<file path="config.mk">
export PLATFORM = sky130hd
export DESIGN_NAME = daisy_rr_arbiter
export DESIGN_NICKNAME = d
export VERILOG_FILES = /design/src/rtl/daisy_rr_arbiter.sv
export SDC_FILE = /design/constraint.sdc
export NUM_CORES = 1
export LEC_CHECK = 0
export CORE_MARGIN = 2
export CORE_UTILIZATION = 45
export CTS_BUF_LIST = sky130_fd_sc_hd__clkbuf_2
export DETAILED_ROUTE_END_ITERATION = 10
export DONT_BUFFER_PORTS = 1
export GPL_ROUTABILITY_DRIVEN = 0
export PLACE_DENSITY = 0.71
export SKIP_CTS_REPAIR_TIMING = 1
export SYNTH_ARGS = -nofsm -noshare
export SYNTH_HDL_FRONTEND = slang
export SYNTH_SLANG_ARGS = --single-unit
</file>
<file path="constraint.sdc">
create_clock -name clk -period 5.1 [get_ports clk]
set_clock_uncertainty 0.1 [all_clocks]
set_input_delay 0.765 -clock clk [delete_from_list [all_inputs] [get_ports clk]]
set_output_delay 0.765 -clock clk [all_outputs]
set_load 0.01 [all_outputs]
</file>
<file path="src/rtl/daisy_rr_arbiter.sv">
// Registered N-requester arbiter: fixed-priority or round-robin, with grant locking.
// Optional grant timeout under contention is enabled by defining GRANT_TIMEOUT_EN.
module daisy_rr_arbiter #(
    parameter int N      = 8,
    parameter int HOLD_W = 4,
    localparam int IDW   = $clog2(N)
) (
    input  logic              clk,
    input  logic              rst_n,
    input  logic [N-1:0]      r,
    input  logic              mode,
    input  logic [HOLD_W-1:0] max_hold,
    output logic [N-1:0]      g,
    output logic              gv,
    output logic [IDW-1:0]    gid
);

    typedef enum logic {
        IDLE  = 1'b0,
        GRANT = 1'b1
    } state_t;

    state_t         r_state, w_state_n;
    logic [N-1:0]   r_g, w_g_n;
    logic [IDW-1:0] r_gid, w_gid_n;
    logic [IDW-1:0] r_ptr, w_ptr_n;

    logic           w_hold;
    logic           w_preempt;
    logic           w_decide;
    logic [N-1:0]   w_mask;
    logic [IDW-1:0] w_start;
    logic [IDW-1:0] w_win;
    logic           w_found;

`ifdef GRANT_TIMEOUT_EN
    logic [HOLD_W-1:0] r_cnt, w_cnt_n;
`else
    logic w_unused_hold;
    assign w_unused_hold = ^max_hold;
`endif

    assign w_hold = (r_state == GRANT) && r[r_gid];

`ifdef GRANT_TIMEOUT_EN
    assign w_preempt = w_hold && (max_hold != '0) && (r_cnt == max_hold)
                       && ((r & ~r_g) != '0);
`else
    assign w_preempt = 1'b0;
`endif

    // On preemption the current holder is masked out so someone else must win.
    assign w_mask   = w_preempt ? (r & ~r_g) : r;
    assign w_start  = mode ? r_ptr : '0;
    assign w_decide = (r_state == IDLE) || !w_hold || w_preempt;

    always_comb begin
        int unsigned v_idx;
        w_found = 1'b0;
        w_win   = '0;
        for (int unsigned k = 0; k < N; k++) begin
            v_idx = 32'(w_start) + k;
            if (v_idx >= N) v_idx = v_idx - N;
            if (!w_found && w_mask[v_idx]) begin
                w_found = 1'b1;
                w_win   = IDW'(v_idx);
            end
        end
    end

    always_comb begin
        w_state_n = r_state;
        w_g_n     = r_g;
        w_gid_n   = r_gid;
        w_ptr_n   = r_ptr;
`ifdef GRANT_TIMEOUT_EN
        w_cnt_n   = r_cnt;
`endif
        if (w_decide) begin
            if (w_found) begin
                w_state_n      = GRANT;
                w_g_n          = '0;
                w_g_n[w_win]   = 1'b1;
                w_gid_n        = w_win;
                w_ptr_n        = (w_win == IDW'(N - 1)) ? '0 : w_win + 1'b1;
`ifdef GRANT_TIMEOUT_EN
                w_cnt_n        = HOLD_W'(1);
`endif
            end else begin
                w_state_n = IDLE;
                w_g_n     = '0;
                w_gid_n   = '0;
`ifdef GRANT_TIMEOUT_EN
                w_cnt_n   = '0;
`endif
            end
        end else begin
`ifdef GRANT_TIMEOUT_EN
            if (r_cnt != '1) w_cnt_n = r_cnt + 1'b1;
`endif
        end
    end

    always_ff @(posedge clk or negedge rst_n) begin
        if (!rst_n) begin
            r_state <= IDLE;
            r_g     <= '0;
            r_gid   <= '0;
            r_ptr   <= '0;
`ifdef GRANT_TIMEOUT_EN
            r_cnt   <= '0;
`endif
        end else begin
            r_state <= w_state_n;
            r_g     <= w_g_n;
            r_gid   <= w_gid_n;
            r_ptr   <= w_ptr_n;
`ifdef GRANT_TIMEOUT_EN
            r_cnt   <= w_cnt_n;
`endif
        end
    end

    assign g   = r_g;
    assign gv  = |r_g;
    assign gid = r_gid;

endmodule

</file>
# Word level (Yosys, flattened, before mapping)
# Index checks and enable logic that the tools add are counted.
[word_totals] wordCells=110 regBits=15 output_inout_bits=12
[op_classes] muxes=49 n_reduce_logical=20 n_addsub=16 bitwise_logic=1 n_eq_ne=1 n_lt_le_gt_ge=19
[op_table] op="< comparator 32 x 4 -> 1 bit, second input constant" n=8
[op_table] op="two-way mux 32 bit" n=8
[op_table] op="subtractor 4 x 4 -> 5 bit, second input constant" n=7
[op_table] op="two-way mux 3 bit" n=11
[op_table] op=">= comparator 4 bit, second input constant" n=7
[op_table] op="binary-select mux 1 bit (select 3 bit)" n=9
[op_table] op="two-way mux 1 bit" n=19
[op_table] op="adder 3 x 3 -> 4 bit, second input constant" n=4
[op_table] op="logical AND 1 bit" n=9
[op_table] op="adder 3 x 2 -> 4 bit, second input constant" n=2
[op_table] op="zero test 1 bit" n=8
[op_table] op="< comparator 3 x 4 -> 1 bit, second input constant" n=2
[op_table] op="two-way mux 8 bit" n=1
[op_table] op="OR reduction 8 bit" n=1
[op_table] op="subtractor 3 x 4 -> 5 bit, second input constant" n=1
[op_table] op="adder 3 x 1 -> 4 bit, second input constant" n=1
[op_table] op=">= comparator 3 x 4 -> 1 bit, second input constant" n=1
[op_table] op="adder 3 x 1 -> 3 bit, second input constant" n=1
[op_table] op="demux 1 bit (select 3 bit)" n=1
[op_table] op="== test 3 bit, second input constant" n=1
[op_table] op=">= comparator 3 x 1 -> 1 bit, second input constant" n=1
[op_table] op="AND reduction 2 bit" n=1
[op_table] op="logical OR 1 bit" n=1
[op_table] op="NOT 1 bit" n=1

# Depth between registers and ports, before layout
[logic_depth] word_depth=32 depth_mapped=18

# Worst setup path after synthesis
# Ideal clock, no wire load.
[synth_timing] path_kind="input to register" from="input port mode" to="register r_ptr[1]" stages=15 n_path_buf=3 slack_ns=0.488 arrival_time_ns=4.387 setup_time_ns=0.125 cell_sequence="buf_4 -> buf_2 -> and2_1 -> buf_2 -> clkinv_1 -> ha_1 -> inv_1 -> mux4_2 -> a2111o_1 -> or4_1 -> a22oi_1 -> nor2_1 -> inv_2 -> ha_1 -> mux2_2"
[synth_between] elab_chain_cells=29
[synth_lines] element="start: declaration" line_no="11" source="input logic mode,"
[synth_lines] element="two-way mux 3 bit (*)" line_no="54" source="assign w_start = mode ? r_ptr : '0;"
[synth_lines] element="parallel branches: the longest is 28 deep, another holds subtractor 4 x 4 -> 5 bit"
[synth_lines] element="end signal: assignment" line_no="117" source="r_ptr <= w_ptr_n;"
[synth_lines] element="end: declaration" line_no="26" source="logic [IDW-1:0] r_ptr, w_ptr_n;"
# Mark *: on every way between the ends. The select of a mux whose other input is x is not followed.
# A chain may end at the register's enable or synchronous reset.

# Final worst setup path
[layout_timing] from="register r_ptr[0]" to="register r_ptr[1]"
[layout_between] elab_chain_cells=29
[layout_lines] element="two-way mux 3 bit (*)" line_no="54"
[layout_lines] element="parallel branches: the longest is 28 deep, another holds subtractor 4 x 4 -> 5 bit"
# Marks and branches as above.

==> flow_metrics.tcl <==
set metrics [dict create \
    status "complete, no violations" \
    rsz0062_at_grt "false" \
    num_vias 1546 \
    syn_inst 181 \
    htreeDepth 1 \
    post_synth_num_cell_types 58 \
    max-slew-margin-rel 0.423 \
    die_h_um 63.9 \
    cp_data_arrival_time_ps 4280 \
    drc 0 \
    syn_area_um2 1610 \
    ys_async_sr_fraction 1.00 \
    power.density_nw_per_um2 676 \
    synth-seq-cells 15 \
    holdWs_ps 46.6 \
    finish.instance_area_um2 1670 \
    ys_top_cells_by_area "dfrtp_1, mux4_2, mux2_2, nand2_1, mux2i_1" \
    n_antenna_cell 0 \
    grt_pass1_wl_um 6810 \
    place_hpwl_um 3160 \
    worst_slew_pin_slew_ps 863 \
    grt_pass1_vias 1458 \
    critPathMaxFanout 16 \
    switching_share 0.521 \
    regArea_um2 375 \
    cp-end-kind "flip-flop" \
    grt_max_degree 20 \
    rr_startpoint "r_ptr[0]" \
    yosysWarnings 0 \
    cts_buffers 3 \
    slew_violations 0 \
    p_switching_uw 588 \
    wl_um 4100 \
    seq_power_share 0.206 \
    finalPower_mw 1.13 \
    initial_core_util 0.476 \
    max_freq_mhz 239 \
    setup-tns-final_ps 0 \
    insertion_delay_ps 290 \
    post_drt_wl_per_cell_um 18.3 \
    area_growth_pct 3.41 \
    final_layout_size_suffix_gt1_frac 0.163 \
    layout_setup_ws_ps 914 \
    layout_common_cells "dfrtp_1, nand2_1, nor2_1" \
    num_rows 21 \
    io_pins 27 \
    antenna_found_initial 0 \
    grt_usage 0.205 \
    cts-root-buf "clkbuf_2" \
    avgSynthCellArea_um2 8.91 \
    critical_path_class "reg -> reg" \
    hp-class "in -> async" \
    drv_cap 0 \
    overflow 0 \
    final_common_cell "dfrtp_1" \
    synth_edf_count 0 \
    multi_input_area_um2 1160 \
    period_minus_slack_ps 4190 \
    yosys.area.top_type_share 0.233 \
    cts.sinks 15 \
    final-hold-violation-count 0 \
    avgViaCountPerCell 6.90 \
    die_x_um 63.9 \
    slowest_stage "dfrtp_1" \
    crit_path_start "r_ptr[0]" \
    cp_common_cell "ha_1" \
    clk_pin_slew_worst_paths_ps 150 \
    cp_top_family "simple AND/OR/NAND/NOR gates" \
    seq_area_frac_synth 0.233 \
    synth-main-ff-cell "dfrtp_1" \
    nets 196 \
    comb_power_share 0.743 \
    p_leak_nw 0.681 \
    coreArea_um2 3390 \
    synth_top_area_cell "dfrtp_1" \
    fin_util 0.492 \
    drt_pass1_iterations 4 \
    dpl_cell_area_um2 1640 \
    critical-path-max-stage-delay_ps 700 \
    fin_crit_sh 0.821 \
    die_area_um2 4080 \
    dp_cells 219 \
    final_cells 224 \
    final_antenna_net_count 0 \
    r2r_slack_ps 910 \
    fill_cells 320 \
    r2r-end "r_ptr[1]" \
    intPower_uw 540 \
    startpoint_type "flip-flop" \
    cts_tree "done" \
    setup_violations 0 \
    required_ps 5190 \
    path_buf_inv 2 \
    peakVddDrop_v 0.000370 \
    place_ws_ps 643 \
    reg2reg_depth 11 \
    clock_power_share 0.051 \
    drt_iter0_drc 188 \
    port_buffers 0 \
    crit_chain "nand2_4, ha_1, inv_1, mux4_2, a2111o_1, or4_1, a22oi_1, nor2_1, inv_2, ha_1, mux2_2" \
    clk_path_buf_depth 2 \
    syn-num-nets 198 \
]
## cell usage after synthesis, drive strengths merged (5+ instances only)
cell type  count
nand2         15
buf            6
inv            7
mux2i          5
mux4           6
o21ai          5
nor2          11
a21o           5
mux2           9
a21oi          8
o211ai         6
dfrtp         15
## cell families after synthesis
| group | count (synthesis) | share of synthesized area |
|---|---|---|
| adders and majority gates | 2 | 0.0155 |
| AOI/OAI and AO/OA | 61 | 0.288 |
| xor gates and xnor gates | 4 | 0.0217 |
| muxes | 20 | 0.178 |
| DFF | 15 | 0.233 |
| buffers and inverters | 18 | 0.0481 |
| and+or+nand+nor | 61 | 0.216 |
## power by group through the flow
stage,Clock [mW],Combinational (mW),Sequential (mW)
final,0.0570,0.838,0.233
after global routing,0.0668,0.928,0.241
after CTS,0.0593,0.828,0.232
after detailed placement,0,0.823,0.235
after global placement,0,0.806,0.233
after floorplan,0,0.696,0.206
## flip-flops by register name, indices dropped and copies added (netlist names)
signal / count
g: 8
r_state: 1
gid: 3
r_ptr: 3
## per-layer routing
metal	vias to the layer above	track usage	wire length [um]	part of all wire
met5	-	0	0	0
met4	0	0.103	114	0.028
met3	12	0.0405	353	0.086
met2	78	0.332	1940	0.47
met1	743	0.258	1690	0.41
li1	713	-	-	-
## area by class of cell
cell class	count	share of cell area
clock buffer	3	0.00900
clock inverter	1	0.00300
inverter	8	0.0180
multi-input combinational	148	0.695
sequential	15	0.225
tap	46	0.0345
timing repair buffer	3	0.0150
## worst max-delay path by stage
stage / endpoint / slack, ps / depth (start not counted)
CTS: r_ptr[1] / 950 / 11
global placement: r_ptr[1] / 690 / 12
global route: r_ptr[1] / 720 / 11
detailed placement: r_ptr[1] / 640 / 12
floorplan: r_ptr[1] / 490 / 15
finish: r_ptr[1] / 910 / 11
No activity file was read; power rests on OpenSTA's default activity.
